[src/rtl/game_pkg.sv]
// Shared encodings for the reaction-game turn scheduler: FSM states, winner codes,
// score/round widths and small score helpers.
package game_pkg;

  localparam int SCORE_W = 8;
  localparam int ROUND_W = 4;

  typedef enum logic [1:0] {
    ST_IDLE = 2'd0,
    ST_PLAY = 2'd1,
    ST_GAP  = 2'd2,
    ST_DONE = 2'd3
  } state_t;

  localparam logic [1:0] WIN_NONE = 2'b00;
  localparam logic [1:0] WIN_P0   = 2'b01;
  localparam logic [1:0] WIN_P1   = 2'b10;
  localparam logic [1:0] WIN_TIE  = 2'b11;

  function automatic logic [SCORE_W-1:0] sat_inc(input logic [SCORE_W-1:0] v);
    return (v == {SCORE_W{1'b1}}) ? v : v + 1'b1;
  endfunction

  function automatic logic [1:0] pick_winner(input logic [SCORE_W-1:0] s0,
                                             input logic [SCORE_W-1:0] s1);
    if (s0 > s1) return WIN_P0;
    if (s1 > s0) return WIN_P1;
    return WIN_TIE;
  endfunction

endpackage

[src/rtl/turn_scheduler_if.sv]
// Signal bundle between the game front end (buttons, ms100 tick, countdown timer) and turn_scheduler.
// Scoring signals exist only when TURN_SCORE_EN is defined.
interface turn_scheduler_if;
  import game_pkg::*;

  // Every input is a one-cycle pulse with no backpressure: a pulse is consumed on the
  // clock edge it is seen at, and all outputs are registered levels (turnStart is a pulse).
  logic               startBtn;
  logic               abortBtn;
  logic               ms100;
  logic               timerStop;
  logic               timerEnable;
  logic               player;
  logic [ROUND_W-1:0] round;
  logic               turnStart;
  logic               busy;
  logic               gameOver;
  state_t             state;
`ifdef TURN_SCORE_EN
  logic               hit;
  logic [SCORE_W-1:0] score0;
  logic [SCORE_W-1:0] score1;
  logic [1:0]         winner;

  modport master (
    output startBtn, abortBtn, ms100, timerStop, hit,
    input  timerEnable, player, round, turnStart, busy, gameOver, state,
           score0, score1, winner
  );
  modport slave (
    input  startBtn, abortBtn, ms100, timerStop, hit,
    output timerEnable, player, round, turnStart, busy, gameOver, state,
           score0, score1, winner
  );
`else
  modport master (
    output startBtn, abortBtn, ms100, timerStop,
    input  timerEnable, player, round, turnStart, busy, gameOver, state
  );
  modport slave (
    input  startBtn, abortBtn, ms100, timerStop,
    output timerEnable, player, round, turnStart, busy, gameOver, state
  );
`endif

endinterface

[src/rtl/turn_gap_timer.sv]
// Counts ms100 ticks from a clear; o_done pulses on the tick that completes GAP_TICKS.
module turn_gap_timer #(
  parameter int GAP_TICKS = 20
) (
  input  logic clk,
  input  logic rst,
  input  logic i_clear,
  input  logic i_tick,
  output logic o_done
);

  localparam int CNT_W = (GAP_TICKS > 1) ? $clog2(GAP_TICKS) : 1;
  localparam logic [CNT_W-1:0] LAST = CNT_W'(GAP_TICKS - 1);

  logic [CNT_W-1:0] r_cnt;

  assign o_done = i_tick && (r_cnt == LAST);

  always_ff @(posedge clk or negedge rst) begin
    if (!rst) begin
      r_cnt <= '0;
    end else if (i_clear || o_done) begin
      r_cnt <= '0;
    end else if (i_tick) begin
      r_cnt <= r_cnt + 1'b1;
    end
  end

endmodule

[src/rtl/turn_scheduler.sv]
// Two-player turn scheduler sharing one countdown timer over NUM_ROUNDS rounds with a gap between turns.
// Define TURN_SCORE_EN to add per-player hit scores and a winner decision.
module turn_scheduler
  import game_pkg::*;
#(
  parameter int NUM_ROUNDS = 3,
  parameter int GAP_TICKS  = 20
) (
  input logic             clk,
  input logic             rst,
  turn_scheduler_if.slave bus
);

  localparam logic [ROUND_W-1:0] LAST_ROUND = ROUND_W'(NUM_ROUNDS - 1);

  state_t             r_state;
  state_t             w_state;
  logic               r_en;
  logic               w_en;
  logic               r_player;
  logic               w_player;
  logic [ROUND_W-1:0] r_round;
  logic [ROUND_W-1:0] w_round;
  logic               r_ts;
  logic               w_ts;
  logic               r_busy;
  logic               w_busy;
  logic               r_go;
  logic               w_go;
  logic               w_gap_clear;
  logic               w_gap_tick;
  logic               w_gap_done;
`ifdef TURN_SCORE_EN
  logic [SCORE_W-1:0] r_score0;
  logic [SCORE_W-1:0] w_score0;
  logic [SCORE_W-1:0] r_score1;
  logic [SCORE_W-1:0] w_score1;
  logic [1:0]         r_winner;
  logic [1:0]         w_winner;
`endif

  // Counter held clear outside GAP so a tick in the GAP entry cycle already counts.
  assign w_gap_clear = (r_state != ST_GAP);
  assign w_gap_tick  = bus.ms100 && (r_state == ST_GAP);

  turn_gap_timer #(.GAP_TICKS(GAP_TICKS)) u_gap (
    .clk     (clk),
    .rst     (rst),
    .i_clear (w_gap_clear),
    .i_tick  (w_gap_tick),
    .o_done  (w_gap_done)
  );

  always_comb begin
    w_state  = r_state;
    w_en     = r_en;
    w_player = r_player;
    w_round  = r_round;
    w_ts     = 1'b0;
`ifdef TURN_SCORE_EN
    w_score0 = r_score0;
    w_score1 = r_score1;
    w_winner = r_winner;
`endif
    case (r_state)
      ST_IDLE, ST_DONE: begin
        if (bus.startBtn) begin
          w_state  = ST_PLAY;
          w_player = 1'b0;
          w_round  = '0;
          w_en     = 1'b1;
          w_ts     = 1'b1;
`ifdef TURN_SCORE_EN
          w_score0 = '0;
          w_score1 = '0;
          w_winner = WIN_NONE;
`endif
        end
      end
      ST_PLAY: begin
        if (bus.abortBtn) begin
          w_state = ST_DONE;
          w_en    = 1'b0;
        end else begin
`ifdef TURN_SCORE_EN
          if (bus.hit) begin
            if (r_player) w_score1 = sat_inc(r_score1);
            else          w_score0 = sat_inc(r_score0);
          end
`endif
          if (bus.timerStop) begin
            w_state = ST_GAP;
            w_en    = 1'b0;
          end
        end
      end
      ST_GAP: begin
        if (bus.abortBtn) begin
          w_state = ST_DONE;
          w_en    = 1'b0;
        end else if (w_gap_done) begin
          if (r_player && (r_round == LAST_ROUND)) begin
            w_state = ST_DONE;
            w_en    = 1'b0;
`ifdef TURN_SCORE_EN
            w_winner = pick_winner(r_score0, r_score1);
`endif
          end else begin
            w_state  = ST_PLAY;
            w_player = ~r_player;
            if (r_player) w_round = r_round + 1'b1;
            w_en     = 1'b1;
            w_ts     = 1'b1;
          end
        end
      end
      default: w_state = ST_IDLE;
    endcase
    w_busy = (w_state == ST_PLAY) || (w_state == ST_GAP);
    w_go   = (w_state == ST_DONE);
  end

  always_ff @(posedge clk or negedge rst) begin
    if (!rst) begin
      r_state  <= ST_IDLE;
      r_en     <= 1'b0;
      r_player <= 1'b0;
      r_round  <= '0;
      r_ts     <= 1'b0;
      r_busy   <= 1'b0;
      r_go     <= 1'b0;
`ifdef TURN_SCORE_EN
      r_score0 <= '0;
      r_score1 <= '0;
      r_winner <= WIN_NONE;
`endif
    end else begin
      r_state  <= w_state;
      r_en     <= w_en;
      r_player <= w_player;
      r_round  <= w_round;
      r_ts     <= w_ts;
      r_busy   <= w_busy;
      r_go     <= w_go;
`ifdef TURN_SCORE_EN
      r_score0 <= w_score0;
      r_score1 <= w_score1;
      r_winner <= w_winner;
`endif
    end
  end

  assign bus.state       = r_state;
  assign bus.timerEnable = r_en;
  assign bus.player      = r_player;
  assign bus.round       = r_round;
  assign bus.turnStart   = r_ts;
  assign bus.busy        = r_busy;
  assign bus.gameOver    = r_go;
`ifdef TURN_SCORE_EN
  assign bus.score0      = r_score0;
  assign bus.score1      = r_score1;
  assign bus.winner      = r_winner;
`endif

endmodule
[src/flat_wrapper.sv]
// flat-port wrapper written by rule: the top's interface ports become plain ports
module turn_scheduler_flat import game_pkg::*;
#(
  parameter int NUM_ROUNDS = 3,
  parameter int GAP_TICKS  = 20
)
  (clk, rst, bus_startBtn, bus_abortBtn, bus_ms100, bus_timerStop, bus_timerEnable, bus_player, bus_round, bus_turnStart, bus_busy, bus_gameOver, bus_state);
  turn_scheduler_if bus_i ();
  input logic clk;
  input logic rst;
  input wire logic [$bits(bus_i.startBtn)-1:0] bus_startBtn;
  input wire logic [$bits(bus_i.abortBtn)-1:0] bus_abortBtn;
  input wire logic [$bits(bus_i.ms100)-1:0] bus_ms100;
  input wire logic [$bits(bus_i.timerStop)-1:0] bus_timerStop;
  output wire logic [$bits(bus_i.timerEnable)-1:0] bus_timerEnable;
  output wire logic [$bits(bus_i.player)-1:0] bus_player;
  output wire logic [$bits(bus_i.round)-1:0] bus_round;
  output wire logic [$bits(bus_i.turnStart)-1:0] bus_turnStart;
  output wire logic [$bits(bus_i.busy)-1:0] bus_busy;
  output wire logic [$bits(bus_i.gameOver)-1:0] bus_gameOver;
  output wire logic [$bits(bus_i.state)-1:0] bus_state;
  assign bus_i.startBtn = bus_startBtn;
  assign bus_i.abortBtn = bus_abortBtn;
  assign bus_i.ms100 = bus_ms100;
  assign bus_i.timerStop = bus_timerStop;
  assign bus_timerEnable = bus_i.timerEnable;
  assign bus_player = bus_i.player;
  assign bus_round = bus_i.round;
  assign bus_turnStart = bus_i.turnStart;
  assign bus_busy = bus_i.busy;
  assign bus_gameOver = bus_i.gameOver;
  assign bus_state = bus_i.state;
  turn_scheduler #(.NUM_ROUNDS(NUM_ROUNDS), .GAP_TICKS(GAP_TICKS)) u_core (.clk(clk), .rst(rst), .bus(bus_i));
endmodule
[config.mk]
export PLATFORM = sky130hd
export DESIGN_NAME = turn_scheduler_flat
export DESIGN_NICKNAME = d
export VERILOG_FILES = /design/src/rtl/game_pkg.sv /design/src/rtl/turn_scheduler_if.sv /design/src/rtl/turn_gap_timer.sv /design/src/rtl/turn_scheduler.sv /design/src/flat_wrapper.sv
export SDC_FILE = /design/constraint.sdc
export NUM_CORES = 1
export LEC_CHECK = 0
export ABC_AREA = 1
export CAP_MARGIN = 20
export CORE_MARGIN = 3
export CORE_UTILIZATION = 54
export CTS_CLUSTER_SIZE = 14
export DETAILED_ROUTE_END_ITERATION = 8
export MAX_ROUTING_LAYER = met4
export PLACE_DENSITY = 0.91
export SLEW_MARGIN = 30
export SYNTH_ARGS = -nofsm -noshare
export SYNTH_HDL_FRONTEND = slang
export SYNTH_SLANG_ARGS = --single-unit
[constraint.sdc]
create_clock -name clk -period 3.1 [get_ports clk]
set_clock_uncertainty 0.05 [all_clocks]
set_input_delay 0.31 -clock clk [delete_from_list [all_inputs] [get_ports clk]]
set_output_delay 0.31 -clock clk [all_outputs]
set_load 0.05 [all_outputs]
==> impl_metrics.csv <==
group,metric,value,unit
status,outcome,"complete, no violations",
logic_synthesis,syn-mean-instance-area,8.19,sq um
layout,final_cell_mix,"nand2_1, clkdlybuf4s50_1, dfrtp_1",
floorplanning,core,0.00156,sq mm
logic_synthesis,synth.top_cell.area_share,43.7,%
route,wl_per_cell,12.8,um
worst_setup_path,worstSetupPathType,"reg -> reg",
power_and_ir_drop,finalPower,1.02,mW
grt,antenna_found_initial,0,
route,drc,0,
grt,grt_pass1_vias,770,
floorplanning,die_h,47.2,um
route,num_vias,785,
power_and_ir_drop,p_leak,0.517,nW
worst_setup_path,r2r_cells,10,
sta,finalCritPeriodShare,68.9,%
floorplanning,die_w,47.2,um
floorplanning,start_util,58.8,%
worst_setup_path,crit_arrival,2.26,ns
layout,post-route-util,71.5,%
sta,tightestPinTransition,0.703,ns
clock_tree,worstSkewPairLatency,0.29,ns
grt,grt_pass1_wl,3260,um
placed_design,io_buffers,16,
clock_tree,cts_buffer_depth,2,
logic_synthesis,yosys_warnings,0,
grt,grt_max_degree,17,
grt,grt_usage,21.9,%
clock_tree,htree_levels,1,
route,antenna_left,0,
logic_synthesis,synthTopCellsByArea,"dfrtp_1, nand2_1, ha_1, nor2_1, nand3_1",
layout,fillers,120,
sta,slew_violations,0,
worst_setup_path,crit_path_max_fanout,13,
floorplanning,dieArea,0.00223,sq mm
sta,relSlewSlack,53.0,%
layout,area_delta_synth_final,21.6,%
worst_setup_path,end_kind,"register",
route,drtIter0Drc,10,
sta,clock.fmax,469,MHz
logic_synthesis,synth.distinct_cells,25,
route,drt-vias-per-instance,5.38,
floorplanning,io_pins,17,
clock_tree,cts_hold_buf,0,
worst_setup_path,required,3.23,ns
layout,drive_gt1_share,11.5,%
grt,overflow,0,
placed_design,dp_hpwl,1440,um
power_and_ir_drop,powerDensity,919,mW/mm^2
sta,final.setup.tns,0,ns
clock_tree,clockRootBuffer,"clkbuf_4",
clock_tree,cts_sinks,16,
route,dr.pass1.iters,4,
logic_synthesis,yosys.area.top_type,"dfrtp_1",
sta,finalSetupViolations,0,
sta,holdWs,0.390,ns
sta,min_period,2.13,ns
logic_synthesis,ys_seq_elements,16,
placed_design,gp_congestion,0.818,
floorplanning,rows,14,
route,totalWireLength,1870,um
logic_synthesis,synthesis.area,917,sq um
layout,antenna_cells,0,
clock_tree,cts_resized,0,
logic_synthesis,synth_nets,124,
sta,finalHoldViolCount,0,
sta,grt_setup_unrepaired,"no",
clock_tree,postCtsSetupBuffers,0,
job,cap_violations,0,
layout,nNetsFinal,144,
layout,layout_commonest_cell,"nand2_1",
logic_synthesis,synthCells,112,
hold_path,hold_path_class,"in -> async",
clock_tree,numCtsBuffers,3,
worst_setup_path,worstSetupStartpointType,"register",
clock_tree,cts_tree,"built",
power_and_ir_drop,irDropWorstVdd,744,uV
clock_tree,clkSlewWorstSetupHoldPaths,0.09,ns
logic_synthesis,ys_seq_area_share,43.7,%
[Yosys cell counts, drive strengths merged]
master  instances
clkinv          1
o31ai           1
xnor2           1
a22oi           1
dfrtp          16
inv            11
o22ai           1
o21a            1
nand2          32
nand3           8
o21bai          1
or2             1
a21oi           5
buf             1
o21ai           9
ha              6
nor2           12
xor2            4
[cells by family after synthesis]
kind of cell	share of synthesized area (%)
compound gates	12.4
xor+xnor	4.77
fa+ha+maj	8.19
buf+inv	5.46
flops	43.7
simple gates	25.5
[worst max-delay path, cell delays in order (launching register included)]
cell	delay (ns)
dfrtp_1	0.41
inv_1	0.12
ha_1	0.44
nand3_2	0.18
nor2_1	0.17
nand2_1	0.09
nand3_1	0.10
nand2_1	0.05
nand2_1	0.08
nand2_1	0.06
ha_1	0.28
[flip-flops by register name, summed over array words and instances, names as in the netlist]
| register | flops |
|---|---|
| u_core.bus.player | 1 |
| u_core.bus.round | 4 |
| u_core.bus.turnStart | 1 |
| u_core.bus.busy | 1 |
| u_core.bus.gameOver | 1 |
| u_core.bus.state | 2 |
| u_core.bus.timerEnable | 1 |
| u_core.u_gap.r_cnt | 5 |
[per-layer routing]
metal / wire length, um / GRT usage [%] / part of all wire, % / up-vias
li1: - / - / - / 398
met1: 813 / 23.7 / 43 / 366
met2: 951 / 38.2 / 51 / 16
met3: 66 / 2.68 / 3.5 / 5
met4: 39 / 12.2 / 2.1 / 0
met5: 0 / - / 0 / -
[final cells by class]
cell class / instances / area (sq um) / area share, %
clock buffers: 3 / 22.5 / 2.02
inverters: 12 / 45.0 / 4.04
multi-input cells: 83 / 467 / 41.9
flip-flops and latches: 16 / 400 / 35.9
well taps: 16 / 20.0 / 1.80
repair buffers: 16 / 160 / 14.4
[through the flow]
| stage | instance area [sq um] | instances | setup WS (ns) |
|---|---|---|---|
| floorplan | 917 | 112 | 1.08 |
| global placement | 1090 | 143 | 1.08 |
| detailed placement | 1090 | 143 | 0.985 |
| CTS | 1110 | 146 | 0.976 |
| global route | 1110 | 146 | 0.756 |
| finish | 1110 | 146 | 0.966 |
[power breakdown]
group / total (mW) / switching, mW / internal [mW] / leakage, nW
registers: 0.307 / 0.0426 / 0.265 / 0.211
logic: 0.609 / 0.405 / 0.203 / 0.292
clock network: 0.109 / 0.0635 / 0.0452 / 0.0138
[final timing paths]
kind / startpoint / to / slack, ns
max in group asynchronous: rst / u_core.bus.busy / 2.17
worst max-delay path: u_core.bus.state[0] / u_core.bus.busy / 0.97
worst min-delay path: rst / u_core.bus.round[2] / 0.39
min in group clk: u_core.bus.timerEnable / u_core.bus.timerEnable / 0.45
worst min register to register: u_core.bus.timerEnable / u_core.bus.timerEnable / 0.45
worst max register to register: u_core.bus.state[0] / u_core.bus.busy / 0.97
No activity file was read; power rests on OpenSTA's default activity.
